### config.mk
export PLATFORM = sky130hd
export DESIGN_NAME = serial_instr_rx
export DESIGN_NICKNAME = d
export VERILOG_FILES = /design/src/rtl/serial_instr_rx.sv
export SDC_FILE = /design/constraint.sdc
export NUM_CORES = 1
export LEC_CHECK = 0
export CAP_MARGIN = 20
export CORE_UTILIZATION = 51
export CTS_CLUSTER_DIAMETER = 60
export DETAILED_ROUTE_END_ITERATION = 10
export PLACE_DENSITY = 0.77
export SLEW_MARGIN = 0
export SYNTH_ARGS = -nofsm -noshare
export SYNTH_HDL_FRONTEND = slang
export SYNTH_SLANG_ARGS = --single-unit
### constraint.sdc
create_clock -name clk -period 1.8 [get_ports clk]
set_input_delay 0.36 -clock clk [delete_from_list [all_inputs] [get_ports clk]]
set_output_delay 0.36 -clock clk [all_outputs]
set_load 0.1 [all_outputs]
### src/rtl/serial_instr_rx.sv
// serial_instr_rx
//   Bit-serial instruction receiver.  INSTR_W bits arrive MSB first over a
//   4-phase data_ready/data_ack handshake.  The assembled word is then offered
//   on a valid/ready interface.  Also provides input synchronisers,
//   backpressure through the handshake, a mid-frame stall timeout with frame
//   abort, and debug outputs.
//
//   Optional build macro: SERIAL_INSTR_PARITY_EN.  When it is defined, each
//   frame carries one extra even-parity bit after the data bits.
//
// Ports
//   clk          system clock, rising edge
//   reset        asynchronous active-low reset
//   data_ready   sender strobe: data_bit valid (asynchronous to clk)
//   data_bit     serial data, MSB first
//   data_ack     bit captured (held until data_ready drops)
//   instruction  assembled word, stable while instr_valid=1
//   instr_valid  word available
//   instr_ready  consumer accepts the word
//   frame_err    1-cycle pulse on stall-timeout abort
//   parity_err   1-cycle pulse on parity failure (0 without parity build)
//   state        debug: 0=WAIT 1=ACK 2=DONE
//   bit_count    debug: bits captured in the current frame
module serial_instr_rx #(
   parameter  int unsigned INSTR_W     = 10,
   parameter  int unsigned SYNC_STAGES = 2,
   parameter  int unsigned TIMEOUT_CYC = 64,
   localparam int unsigned CNT_W       = $clog2(INSTR_W + 2)
) (
   input  logic               clk,
   input  logic               reset,
   input  logic               data_ready,
   input  logic               data_bit,
   output logic               data_ack,
   output logic [INSTR_W-1:0] instruction,
   output logic               instr_valid,
   input  logic               instr_ready,
   output logic               frame_err,
   output logic               parity_err,
   output logic [1:0]         state,
   output logic [CNT_W-1:0]   bit_count
);

`ifdef SERIAL_INSTR_PARITY_EN
   localparam int unsigned TOTAL = INSTR_W + 1;
`else
   localparam int unsigned TOTAL = INSTR_W;
`endif
   localparam int unsigned TMR_W    = (TIMEOUT_CYC > 0) ? $clog2(TIMEOUT_CYC + 1) : 1;
   localparam int unsigned TMR_LAST = (TIMEOUT_CYC > 0) ? TIMEOUT_CYC - 1 : 0;

   typedef enum logic [1:0] {
      ST_WAIT = 2'd0,
      ST_ACK  = 2'd1,
      ST_DONE = 2'd2
   } state_e;

   state_e               state_q, state_d;
   logic [SYNC_STAGES-1:0] rdy_sync_q, bit_sync_q;
   logic                 rdy_s, bit_s;
   logic [INSTR_W-1:0]   instr_q, instr_d;
   logic [CNT_W-1:0]     cnt_q, cnt_d;
   logic [TMR_W-1:0]     timer_q, timer_d;
   logic                 ack_q, ack_d;
   logic                 valid_q, valid_d;
   logic                 ferr_q, ferr_d;
   logic                 perr_q, perr_d;
   logic                 timeout_hit_c;
   logic                 par_bad_c;
   logic                 frame_full_c;

   // Identical synchroniser chains keep data_bit aligned with data_ready
   always_ff @(posedge clk or negedge reset) begin
      if (!reset) begin
         rdy_sync_q <= '0;
         bit_sync_q <= '0;
      end else begin
         rdy_sync_q <= {rdy_sync_q[SYNC_STAGES-2:0], data_ready};
         bit_sync_q <= {bit_sync_q[SYNC_STAGES-2:0], data_bit};
      end
   end

   assign rdy_s = rdy_sync_q[SYNC_STAGES-1];
   assign bit_s = bit_sync_q[SYNC_STAGES-1];

`ifdef SERIAL_INSTR_PARITY_EN
   // Running XOR over every bit of the frame, parity bit included
   logic par_q, par_d;
   assign par_bad_c = par_q;
`else
   assign par_bad_c = 1'b0;
`endif

   assign frame_full_c = (cnt_q == CNT_W'(TOTAL));

   // Stall timer expiry; only meaningful while a frame is in progress
   always_comb begin
      timeout_hit_c = 1'b0;
      if (TIMEOUT_CYC > 0) begin
         if ((state_q == ST_ACK) || ((state_q == ST_WAIT) && (cnt_q != '0))) begin
            timeout_hit_c = (timer_q == TMR_W'(TMR_LAST));
         end
      end
   end

   // State register
   always_ff @(posedge clk or negedge reset) begin
      if (!reset) begin
         state_q <= ST_WAIT;
      end else begin
         state_q <= state_d;
      end
   end

   // Next-state logic; real handshake transitions win over a timeout
   always_comb begin
      state_d = state_q;
      case (state_q)
         ST_WAIT: begin
            if (rdy_s) begin
               state_d = ST_ACK;
            end
         end
         ST_ACK: begin
            if (!rdy_s) begin
               if (frame_full_c && !par_bad_c) begin
                  state_d = ST_DONE;
               end else begin
                  state_d = ST_WAIT;
               end
            end else if (timeout_hit_c) begin
               state_d = ST_WAIT;
            end
         end
         ST_DONE: begin
            if (instr_ready) begin
               state_d = ST_WAIT;
            end
         end
         default: state_d = ST_WAIT;
      endcase
   end

   // Output / datapath next values (all registered)
   always_comb begin
      instr_d = instr_q;
      cnt_d   = cnt_q;
      timer_d = '0;
      ack_d   = 1'b0;
      valid_d = 1'b0;
      ferr_d  = 1'b0;
      perr_d  = 1'b0;
`ifdef SERIAL_INSTR_PARITY_EN
      par_d   = par_q;
`endif
      case (state_q)
         ST_WAIT: begin
            if (rdy_s) begin
               ack_d = 1'b1;
               cnt_d = cnt_q + CNT_W'(1);
`ifdef SERIAL_INSTR_PARITY_EN
               // Trailing parity bit is checked, not stored
               if (cnt_q < CNT_W'(INSTR_W)) begin
                  instr_d = {instr_q[INSTR_W-2:0], bit_s};
               end
               par_d = ((cnt_q == '0) ? 1'b0 : par_q) ^ bit_s;
`else
               instr_d = {instr_q[INSTR_W-2:0], bit_s};
`endif
            end else if (cnt_q != '0) begin
               if (timeout_hit_c) begin
                  ferr_d  = 1'b1;
                  cnt_d   = '0;
                  instr_d = '0;
               end else if (TIMEOUT_CYC > 0) begin
                  timer_d = timer_q + TMR_W'(1);
               end
            end
         end
         ST_ACK: begin
            if (!rdy_s) begin
               if (frame_full_c) begin
                  if (par_bad_c) begin
                     perr_d  = 1'b1;
                     cnt_d   = '0;
                     instr_d = '0;
                  end else begin
                     valid_d = 1'b1;
                  end
               end
            end else if (timeout_hit_c) begin
               ferr_d  = 1'b1;
               cnt_d   = '0;
               instr_d = '0;
            end else begin
               ack_d = 1'b1;
               if (TIMEOUT_CYC > 0) begin
                  timer_d = timer_q + TMR_W'(1);
               end
            end
         end
         ST_DONE: begin
            if (instr_ready) begin
               cnt_d = '0;
            end else begin
               valid_d = 1'b1;
            end
         end
         default: begin
            cnt_d = '0;
         end
      endcase
   end

   // Datapath and output registers
   always_ff @(posedge clk or negedge reset) begin
      if (!reset) begin
         instr_q <= '0;
         cnt_q   <= '0;
         timer_q <= '0;
         ack_q   <= 1'b0;
         valid_q <= 1'b0;
         ferr_q  <= 1'b0;
         perr_q  <= 1'b0;
`ifdef SERIAL_INSTR_PARITY_EN
         par_q   <= 1'b0;
`endif
      end else begin
         instr_q <= instr_d;
         cnt_q   <= cnt_d;
         timer_q <= timer_d;
         ack_q   <= ack_d;
         valid_q <= valid_d;
         ferr_q  <= ferr_d;
         perr_q  <= perr_d;
`ifdef SERIAL_INSTR_PARITY_EN
         par_q   <= par_d;
`endif
      end
   end

   assign data_ack    = ack_q;
   assign instruction = instr_q;
   assign instr_valid = valid_q;
   assign frame_err   = ferr_q;
   assign parity_err  = perr_q;
   assign state       = state_q;
   assign bit_count   = cnt_q;

endmodule

==> impl_metrics.json <==
{
  "status": "complete, no violations",
  "data_required_time_of_the_worst_path_ps": 2020,
  "synth_adder_area_share_pct": 6.34,
  "cts_root_buf": "sky130_fd_sc_hd__clkbuf_4",
  "holdCritPathClass": "reg -> reg",
  "post_synthesis_mux_area_share_pct": 1.63,
  "grt.met1_usage_pct": 29.1,
  "final_replace_weighted_congestion": 0.846,
  "placement.io_buffers": 23,
  "synthCells": 116,
  "area_growth_syn_to_layout_pct": 43.7,
  "mostFrequentLayoutCell": "sky130_fd_sc_hd__dfrtp_1",
  "crit_arrival_ps": 1940,
  "cts_buffers": 5,
  "cts.clk_slew.worst_paths_ps": 90,
  "synth.cell_area_um2": 1380,
  "met3_usage_pct": 8.47,
  "die_width_um": 54.0,
  "syn-mean-instance-area_um2": 11.9,
  "global_route_wire_length_before_repair_um": 4580,
  "num_vias": 1019,
  "die_height_um": 54.0,
  "fin_crit_ps": 1720,
  "cts_hold_repair.buffers": 0,
  "synth-simple-area-share_pct": 17.1,
  "wl_um": 2850,
  "yosysWarningCount": 0,
  "mostFrequentLayoutCells": "sky130_fd_sc_hd__dfrtp_1, sky130_fd_sc_hd__buf_12, sky130_fd_sc_hd__a22o_1",
  "layout.nets": 162,
  "setup.worst_path.end_class": "flip-flop",
  "antenna_violations_before_repair": 0,
  "detailedRoute.firstIterationViolations": 25,
  "busiest_layer": "met2",
  "synth_top_family_by_area": "simple AND/OR/NAND/NOR gates",
  "critical_path_class": "reg -> reg",
  "full_die_area_um2": 2920,
  "critical-path-max-stage-delay_ps": 520,
  "diodes": 0,
  "drv.max_cap_violation_count": 0,
  "grt_max_degree": 31,
  "htree_num_levels": 2,
  "max_freq_mhz": 580,
  "rows": 18,
  "synthesized_area_fraction_occupied_by_ao_oa_aoi_and_oai_cells_pct": 14.9,
  "timing_max_transition_violations_final": 0,
  "syn-num-nets": 128,
  "cts.sink_count": 30,
  "floorplan.io_pins": 25,
  "period_utilization_post_route_pct": 95.8,
  "path_buf_inv": 2,
  "synth_sequential_area_ratio_pct": 54.3,
  "cp-start-kind": "flip-flop",
  "grt_pass1_vias": 1010,
  "vias_per_cell": 5.63,
  "crit_path_max_fanout": 10,
  "final_hold_viol_count": 0,
  "crit_path_top_delay_cell": "sky130_fd_sc_hd__dfrtp_4",
  "clkLatencyLatePin_ps": 340,
  "initial_core_util_pct": 54.8,
  "n_fill_cell": 143,
  "drcViolationCount": 0,
  "detail-route-antenna-nets": 0,
  "yosysUniqueCellTypes": 33,
  "post_route_cells_drive_above_1_share_pct": 35.8,
  "gr_overflow_total": 0,
  "floorplan.core_area_um2": 2520,
  "clk_path_buf_depth": 2,
  "grt_setup_unrepaired": "true",
  "xor_xnor_share_of_the_synthesized_area_pct": 2.54,
  "worst_path_dominant_cell_family": "flip-flops",
  "final.setup_skew_ps": 14.5,
  "final.setup.tns_ps": 0,
  "global_route.usage.met2_pct": 36.2,
  "gr-usage-all-layers_pct": 23.5,
  "initial_drt_pass_iterations": 4,
  "wire_per_inst_um": 15.7,
  "setup_viol_count_final": 0,
  "crit_path_cell_trace": "inv_1, ha_2, nand2_1, nor2_2, nor3_4, buf_12, a22o_1",
  "ys_ff_latch": 30,
  "cts_tree": "yes",
  "place_hpwl_um": 2010
}
-- final cells by class --
| class | instances | area (um^2) | share of cell area, % |
|---|---|---|---|
| tap | 30 | 37.5 | 1.89 |
| timing repair buffer | 30 | 485 | 24.4 |
| clock buffer | 8 | 48.8 | 2.46 |
| sequential | 30 | 768 | 38.7 |
| inverter | 6 | 22.5 | 1.13 |
| multi-input combinational | 77 | 623 | 31.4 |
-- path summary, 6_finish.rpt --
check,cells after the start,endpoint,slack (ps),startpoint
min in group asynchronous,2,state[1],390,reset
worst min register to register,0,bit_sync_q[1],360,bit_sync_q[0]
worst min-delay path,0,bit_sync_q[1],360,bit_sync_q[0]
max in group asynchronous,2,bit_count[0],1100,reset
worst max-delay path,7,instruction[2],80,state[0]
worst max register to register,7,instruction[2],80,state[0]
-- stage by stage --
step | instance area (um^2) | instances | utilization, % | setup slack, ps | hold slack (ps)
2_1_floorplan | 1410 | 116 | - | 22.5 | 64.4
3_3_place_gp | 1890 | 171 | 74.8 | 104 | 336
3_5_place_dp | 1890 | 171 | 74.8 | 69.0 | 344
4_1_cts | 1930 | 179 | 76.7 | 15.3 | 363
5_1_grt | 1990 | 181 | 78.7 | -36.0 | 372
6_report | 1990 | 181 | 78.7 | 76.2 | 359
-- worst register-to-register path: stages (launching register included) --
cell,delay [ps]
sky130_fd_sc_hd__dfrtp_4,520
sky130_fd_sc_hd__inv_1,120
sky130_fd_sc_hd__ha_2,260
sky130_fd_sc_hd__nand2_1,140
sky130_fd_sc_hd__nor2_2,190
sky130_fd_sc_hd__nor3_4,70
sky130_fd_sc_hd__buf_12,140
sky130_fd_sc_hd__a22o_1,180
-- repair_timing --
action                     CTS  global route
buffers inserted             0             2
hold endpoints to repair     0             0
resized for setup            0             7
setup endpoints to repair    0            14
-- routing by layer --
layer / share of wire [%] / wire length [um]
met5: 0 / 0
met2: 50 / 1410
met4: 2.2 / 63
met1: 44 / 1240
met3: 4.5 / 128
-- cells by family after synthesis --
group | Yosys count
AND/OR/NAND/NOR | 36
flip-flops | 30
AO/OA/AOI/OAI | 27
buffers and inverters | 9
adder cells (fa/ha/maj) | 7
XOR/XNOR | 4
multiplexers | 2
other | 1
-- synth_stat cells (all sizes together) --
cell | count | area [um^2]
a21boi | 1 | 7.51
a21oi | 3 | 15.0
a22o | 11 | 96.3
a31oi | 3 | 18.8
and2 | 1 | 6.26
buf | 3 | 17.5
conb | 1 | 3.75
dfrtp | 30 | 751
ha | 7 | 87.6
inv | 6 | 22.5
mux2 | 2 | 22.5
nand2 | 7 | 26.3
nand2b | 3 | 18.8
nand3 | 3 | 27.5
nand3b | 1 | 20.0
nand4 | 1 | 6.26
nor2 | 10 | 37.5
nor2b | 2 | 12.5
nor3 | 4 | 31.3
nor3b | 1 | 18.8
nor4 | 2 | 25.0
o21a | 1 | 7.51
o21ai | 3 | 15.0
o22ai | 1 | 6.26
o2bb2ai | 2 | 17.5
o31ai | 1 | 12.5
o32ai | 1 | 8.76
or2 | 1 | 6.26
xnor2 | 2 | 17.5
xor2 | 2 | 17.5
-- registers in the layout, summed over array words and instances, names as in the netlist --
name,cells
instruction,10
timer_q,7
bit_count,4
bit_sync_q,2
rdy_sync_q,2
state,2
data_ack,1
frame_err,1
instr_valid,1
Power is not shown: default switching activity piles up to over one toggle a cycle in this logic, so the estimate is an artifact.
